**src/rtl/bcd_counter_ndigit.sv**
```systemverilog
// bcd_counter_ndigit: parametrised N-digit synchronous BCD up/down counter
// with parallel load (non-BCD nibbles clamped to 9), wrap or saturate at
// the terminal values, and a registered carry/borrow pulse for cascading.
//
// Control semantics: there is no handshake. Every rising clk edge samples
// grst, load, enable and up with fixed priority reset > load > enable, and
// all outputs are registered (one clock of latency).
module bcd_counter_ndigit #(
  parameter int DIGITS = 4,
  parameter int SATURATE = 0,
  parameter logic [4*DIGITS-1:0] RESET_VAL = '0
) (
  input  logic                clk,
  input  logic                grst,
  input  logic                enable,
  input  logic                up,
  input  logic                load,
  input  logic [4*DIGITS-1:0] load_val,
  output logic [4*DIGITS-1:0] count,
  output logic                cout,
  output logic                load_err
);

  localparam int W = 4 * DIGITS;
  localparam bit SAT = (SATURATE != 0);

  // Parameter legality is enforced at elaboration time.
  if (DIGITS < 1 || DIGITS > 8) begin : g_bad_digits
    $error("bcd_counter_ndigit: DIGITS must be in 1..8");
  end
  for (genvar g = 0; g < DIGITS; g++) begin : g_rv_chk
    if (RESET_VAL[4*g+3:4*g] > 4'd9) begin : g_bad_rv
      $error("bcd_counter_ndigit: RESET_VAL contains a non-BCD nibble");
    end
  end

  logic [W-1:0]    count_q;
  logic [W-1:0]    step_val;
  logic [W-1:0]    load_clamped;
  logic            load_bad;
  logic            term;
  // low9[k]: every digit below k is 9; low0[k]: every digit below k is 0.
  // Index DIGITS therefore flags the TOP and BOT terminal values.
  logic [DIGITS:0] low9;
  logic [DIGITS:0] low0;

  assign low9[0] = 1'b1;
  assign low0[0] = 1'b1;
  for (genvar g = 0; g < DIGITS; g++) begin : g_chain
    assign low9[g+1] = low9[g] && (count_q[4*g +: 4] == 4'd9);
    assign low0[g+1] = low0[g] && (count_q[4*g +: 4] == 4'd0);
  end

  assign term = up ? low9[DIGITS] : low0[DIGITS];

  // Per-digit step: each digit moves when all lower digits sit at the
  // rollover value, so there is no inter-digit ripple latency. At a terminal
  // value every digit rolls over, which gives BOT/TOP wrap for free.
  always_comb begin
    step_val = count_q;
    for (int k = 0; k < DIGITS; k++) begin
      if (up) begin
        if (low9[k]) begin
          step_val[4*k +: 4] = (count_q[4*k +: 4] == 4'd9) ? 4'd0
                                                           : count_q[4*k +: 4] + 4'd1;
        end
      end else begin
        if (low0[k]) begin
          step_val[4*k +: 4] = (count_q[4*k +: 4] == 4'd0) ? 4'd9
                                                           : count_q[4*k +: 4] - 4'd1;
        end
      end
    end
  end

  // Load clamping: any nibble above 9 becomes 9 and flags an error.
  always_comb begin
    load_clamped = load_val;
    load_bad     = 1'b0;
    for (int k = 0; k < DIGITS; k++) begin
      if (load_val[4*k +: 4] > 4'd9) begin
        load_clamped[4*k +: 4] = 4'd9;
        load_bad               = 1'b1;
      end
    end
  end

  // Count and pulse registers with reset > load > enable priority.
  always_ff @(posedge clk) begin
    if (!grst) begin
      count_q  <= RESET_VAL;
      cout     <= 1'b0;
      load_err <= 1'b0;
    end else if (load) begin
      count_q  <= load_clamped;
      cout     <= 1'b0;
      load_err <= load_bad;
    end else if (enable) begin
      if (!(SAT && term)) begin
        count_q <= step_val;
      end
      cout     <= term;
      load_err <= 1'b0;
    end else begin
      cout     <= 1'b0;
      load_err <= 1'b0;
    end
  end

  assign count = count_q;

endmodule

```
**config.mk**
```make
export PLATFORM = sky130hd
export DESIGN_NAME = bcd_counter_ndigit
export DESIGN_NICKNAME = d
export VERILOG_FILES = /design/src/rtl/bcd_counter_ndigit.sv
export SDC_FILE = /design/constraint.sdc
export NUM_CORES = 1
export LEC_CHECK = 0
export ABC_CLOCK_PERIOD_IN_PS = 5270
export CAP_MARGIN = 20
export CORE_UTILIZATION = 50
export CTS_CLUSTER_SIZE = 8
export DETAILED_ROUTE_END_ITERATION = 8
export PLACE_DENSITY = 0.89
export SLEW_MARGIN = 0
export SYNTH_ARGS = -nofsm -noshare
export SYNTH_HDL_FRONTEND = slang
export SYNTH_SLANG_ARGS = --single-unit
```
**constraint.sdc**
```tcl
create_clock -name clk -period 5.27 [get_ports clk]
set_input_delay 1.054 -clock clk [delete_from_list [all_inputs] [get_ports clk]]
set_output_delay 1.054 -clock clk [all_outputs]
set_load 0.05 [all_outputs]
```
Word level (Yosys, flattened, before mapping)
Index checks and enable logic that the tools add are counted.
- $add $sub $neg: 8
- magnitude comparators: 4
- equal/unequal tests: 7
- mux-type cells: 29
- bitwise operators: 2
- reduce and logical (&&, ||, !) cells: 19
- operators with widths (kind ; number):
    two-way mux 4 bit ; 22
    two-way mux 16 bit ; 2
    adder 4 x 1 -> 4 bit (second input constant) ; 4
    equality test 4 bit (second input constant) ; 4
    > comparator 4 bit (second input constant) ; 4
    logical NOT 4 bit ; 4
    subtractor 4 x 1 -> 4 bit (second input constant) ; 4
    != test 3 x 1 -> 1 bit (second input constant) ; 3
    AND reduction 3 bit ; 3
    nonzero test 3 bit ; 3
    logical AND 1 bit ; 6
    two-way mux 1 bit ; 5
    OR reduction 3 bit ; 1
    NOT 1 bit ; 2
    AND reduction 2 bit ; 1
    nonzero test 2 bit ; 1
- register bits: 18
- output and inout port bits: 18

Depth between registers and ports, before layout
- depth in word-level cells: 7
- mapped depth: 7
- mapped depth without buffers: 5

Worst setup path after synthesis
No wires, ideal clock.
- path kind: input -> register
- from: input up
- to: register count_q[15], in the netlist count[15]
- arrival: 2.238 ns
- slack: 2.944 ns
- cell stages on the path: 5
- cell sequence: nand3_1 -> or4_4 -> a211oi_4 -> o2111ai_1 -> o31ai_1
- word-level cells in the longest chain between the ends: 3
- elaborated cells between the ends (all ways): 6
- classes of those cells: eq/ne (1); mux (3); reduce/logical (2)
- ends and longest elaborated chain (item ; RTL line ; RTL):
    from (decl) ; 16 ; input logic up,
    two-way mux 4 bit ; 62 ; if (up) begin
    two-way mux 16 bit ; 98 ; end else if (enable) begin
    two-way mux 16 bit ; 94 ; end else if (load) begin
    to (signal assigned) ; 95 ; count_q <= load_clamped;
    to (signal assigned) ; 100 ; count_q <= step_val;
    to (decl) ; 37 ; logic [W-1:0] count_q;
Parallel ways exist; a longest one is shown, timed or not. The select of a mux whose other input is x is not followed.
A chain may end at the register's enable or synchronous reset.

Worst setup path in the final report
Same ends and word-level chain as after synthesis.

==> results.txt <==
The number of cells in the design after placement is between 200 and 300. The layout-stage area growth over the synthesis result came out at 23.4%. The max-slew violation count is 0.

Setup repair after global routing left no endpoint under its margin. Clock skew on the completed layout was measured at around 2.6 ps. Buffers placed on the I/O ports in this run total 38. The proportion of synthesized flip-flops having asynchronous set or reset came out at 0. The complex-gate fraction of the synthesized area is 0.343.

The number of violations reported at the end of detailed-routing iteration 0 is ~130. The pin count of the biggest net entering global routing is 20. The post-synthesis share of cell area spent on and, or, nand and nor gates came out at 0.298. The met2 layer usage reported by global route is 0.386. The clock edge transition at the registers on the reported setup and hold paths came out at roughly 120 ps. The transition at the pin with the smallest max-transition slack is about 650 ps.

The routed via count came out at 1,732. The final standard cell area without fillers came out at around 0.0020 mm2. Wires add up to ~4.1 mm. The die extent in y is 59.1 um. The number of standard cells after synthesis came out at 220. The area of the die is 0.00349 mm2. The row count came out at 20.

The number of distinct standard cells referenced by the synthesized netlist is 59. The leakage dissipation is 0.711 nW. Yosys attributes the largest share of cell area to dfxtp_1 (22%), o21ai_0 (5.8%), a21oi_1 (5.2%).

The highest attainable clock frequency is between 300 and 400 MHz. The number of nets in the synthesized netlist is approximately 240. The post-CTS setup repair buffer count is 0. The flow ran to the end, and the final reports show no timing, DRC or antenna violations. The adder-cell share of the synthesized area came out at 0.

After the last flow step, the layout net total stands at roughly 260. The final cell count without fillers is ~290. The initial cell density of the core came out at 0.529. The maximum vdd drop came out at between 100 and 150 uV.

The final cycle utilization of the critical path is 0.586. Among all flip-flop cells after synthesis, the most frequent one is dfxtp_1. After global routing, the most crowded layer is met2. At the later pin of the worst-skew pair, clock insertion delay measures 300 ps.

The number of remaining DRC errors came out at 0. The routing usage on met1 is 0.345. The number of global-route vias before repair is approximately 1.4k. The count of flip-flops with a built-in enable after synthesis came out at 0. The per-cell routed wire length is roughly 14 um.

The number of antenna violations at the first check in global routing was 0. The number of hold violations in the final report is 0. TritonCTS built the clock tree. The post-synthesis area per instance came out at roughly 7.4 um2. The first global-routing pass estimated about 6.7 mm of wire. The overall global routing resource usage came out at 0.246. The number of top-level pins is 39.

The worst path required time is around 5500 ps. The placed standard-cell area is between 0.0015 and 0.002 mm2. The count of cells resized by post-cts repair is 0. At the worst endpoint, the arrival time is 3300 ps. The tool flagged a number of max-cap violations equal to 0. The maximum level of the CTS H-tree is 1. The number of clock sinks is 18. The number of hold-repair buffers added at the cts stage is 0. The min-delay analysis places its worst path in the category flop to flop. The worst setup path is captured at a flop.

The time the worst path needs with I/O delays and setup came out at roughly 3100 ps. The worst hold slack across all endpoints came out at a little over 600 ps. The maximum count of clock buffers along a single path came out at 2. The multi-input combinational cells in the finished layout cover a total of 0.00112 mm2. For this run, the number of Yosys warnings is 0. The flop and latch count out of synthesis came out at 18. By area, the combinational part of the netlist is dominated by compound AO/OA/AOI/OAI gates. In the post-synthesis netlist, the cell with the most instances is o21ai_0. The floorplan step set the die width to a little under 60 um.

CTS placed an instance of clkbuf_4 at the clock tree root. The fraction of post-synthesis cell area in the top cell type by area came out at 0.221. The sequential cell area came out at between 300 and 400 um2. The global routing usage on met3 is 0.0306. The fraction of final layout cells with drive strength greater than 1 is 0.0909. The worst setup path is launched from a primary input. The area inside the core boundary is ~0.0031 mm2. The post-synthesis instance area is roughly 0.0016 mm2. The clock buffer count from CTS is 3. Setup total negative slack on the finished layout was measured at 0 ps. The first-pass iteration count of the detailed router came out at 4. The number of antenna-violating nets in the routed design is 0. Along the worst path, the maximum fanout reaches 19.

The xor/xnor cell area share of the yosys netlist came out at 0.0430. The via density per instance is approximately 6. The setup path with the least slack is of type primary input to flop. The number of antenna repair diodes is 0.

For this run, the register share of the synthesized area comes to 0.221. The placed wire-length estimate is around 2.9 mm. The global placer's final weighted congestion is approximately 0.86. The post-synthesis mux area share came out at 0.00615. In the synthesized netlist, the cells that appear most often are o21ai_0 (19), dfxtp_1 (18), nand2_1 (18), a21oi_1 (17), clkbuf_1 (15). The synthesized design spends more area on one cell type than any other, namely dfxtp_1.

The post-layout total power came out at 0.000466 W. The total congestion overflow after global routing came out at 0. The worst relative slew slack is 0.568.

Dividing total power by cell area gives a power density of between 200 and 250 mW/mm2. The final setup violation count is 0. The count of fill cells added during filler insertion is between 200 and 300.
-- cells by family after synthesis --
| kind of cell | count (synthesis) |
|---|---|
| buf+inv | 32 |
| flops | 18 |
| xor+xnor | 8 |
| simple gates | 81 |
| mux | 1 |
| compound gates | 80 |
-- power breakdown --
| group | switching [W] | internal, W | total [W] |
|---|---|---|---|
| clock network | 0.0000490 | 0.0000421 | 0.0000911 |
| logic | 0.000106 | 0.0000866 | 0.000193 |
| registers | 0.0000342 | 0.000148 | 0.000182 |
-- area by class of cell --
cell class	instances	area share
timing repair buffer	40	0.197
clock buffer	4	0.0181
sequential	18	0.179
multi-input combinational	170	0.560
inverter	10	0.0187
tap	44	0.0274
-- registers in the layout, indices dropped and copies added (netlist names) --
signal / flops
cout: 1
load_err: 1
count: 16
-- layout by cell type (no fill, tap or decap), types with 4 or more instances in the layout --
cell / instances
xnor2_1: 5
dfxtp_1: 18
or2_2: 4
a21oi_1: 17
nor2b_1: 7
nand3_1: 7
nor2_1: 14
clkdlybuf4s50_1: 38
inv_1: 9
o21ai_0: 19
o22ai_1: 4
nand3b_1: 4
a31oi_1: 8
nor4_1: 5
nand2_1: 18
-- critical path, stage by stage --
cell             delay [ps]
clkdlybuf4s50_1         870
nand3_1                 180
or4_4                   580
a211oi_4                360
o2111ai_1               150
o31ai_1                 100
-- layer usage --
layer | wire length (um) | vias to the layer above | part of all wire
met2 | 1940 | 79 | 0.47
met4 | 70 | 0 | 0.017
li1 | - | 863 | -
met5 | 0 | - | 0
met3 | 286 | 9 | 0.070
met1 | 1800 | 781 | 0.44
-- stage by stage --
step / utilization / worst slack, ps
after floorplan: - / 2940
after global placement: 0.641 / 1980
after detailed placement: 0.641 / 1890
after CTS: 0.652 / 2220
after global routing: 0.652 / 2050
final: 0.652 / 2180
-- worst paths after layout --
kind	startpoint	to	slack, ps	cells after the start
worst max-delay path	up	count[15]$_SDFFE_PN0P_	2180	6
worst min-delay path	count[7]$_SDFFE_PN0P_	count[7]$_SDFFE_PN0P_	610	2
worst max register to register	count[4]$_SDFFE_PN0P_	count[11]$_SDFFE_PN0P_	3190	5
worst min register to register	count[7]$_SDFFE_PN0P_	count[7]$_SDFFE_PN0P_	610	2
(Power assumes the default switching activity.)
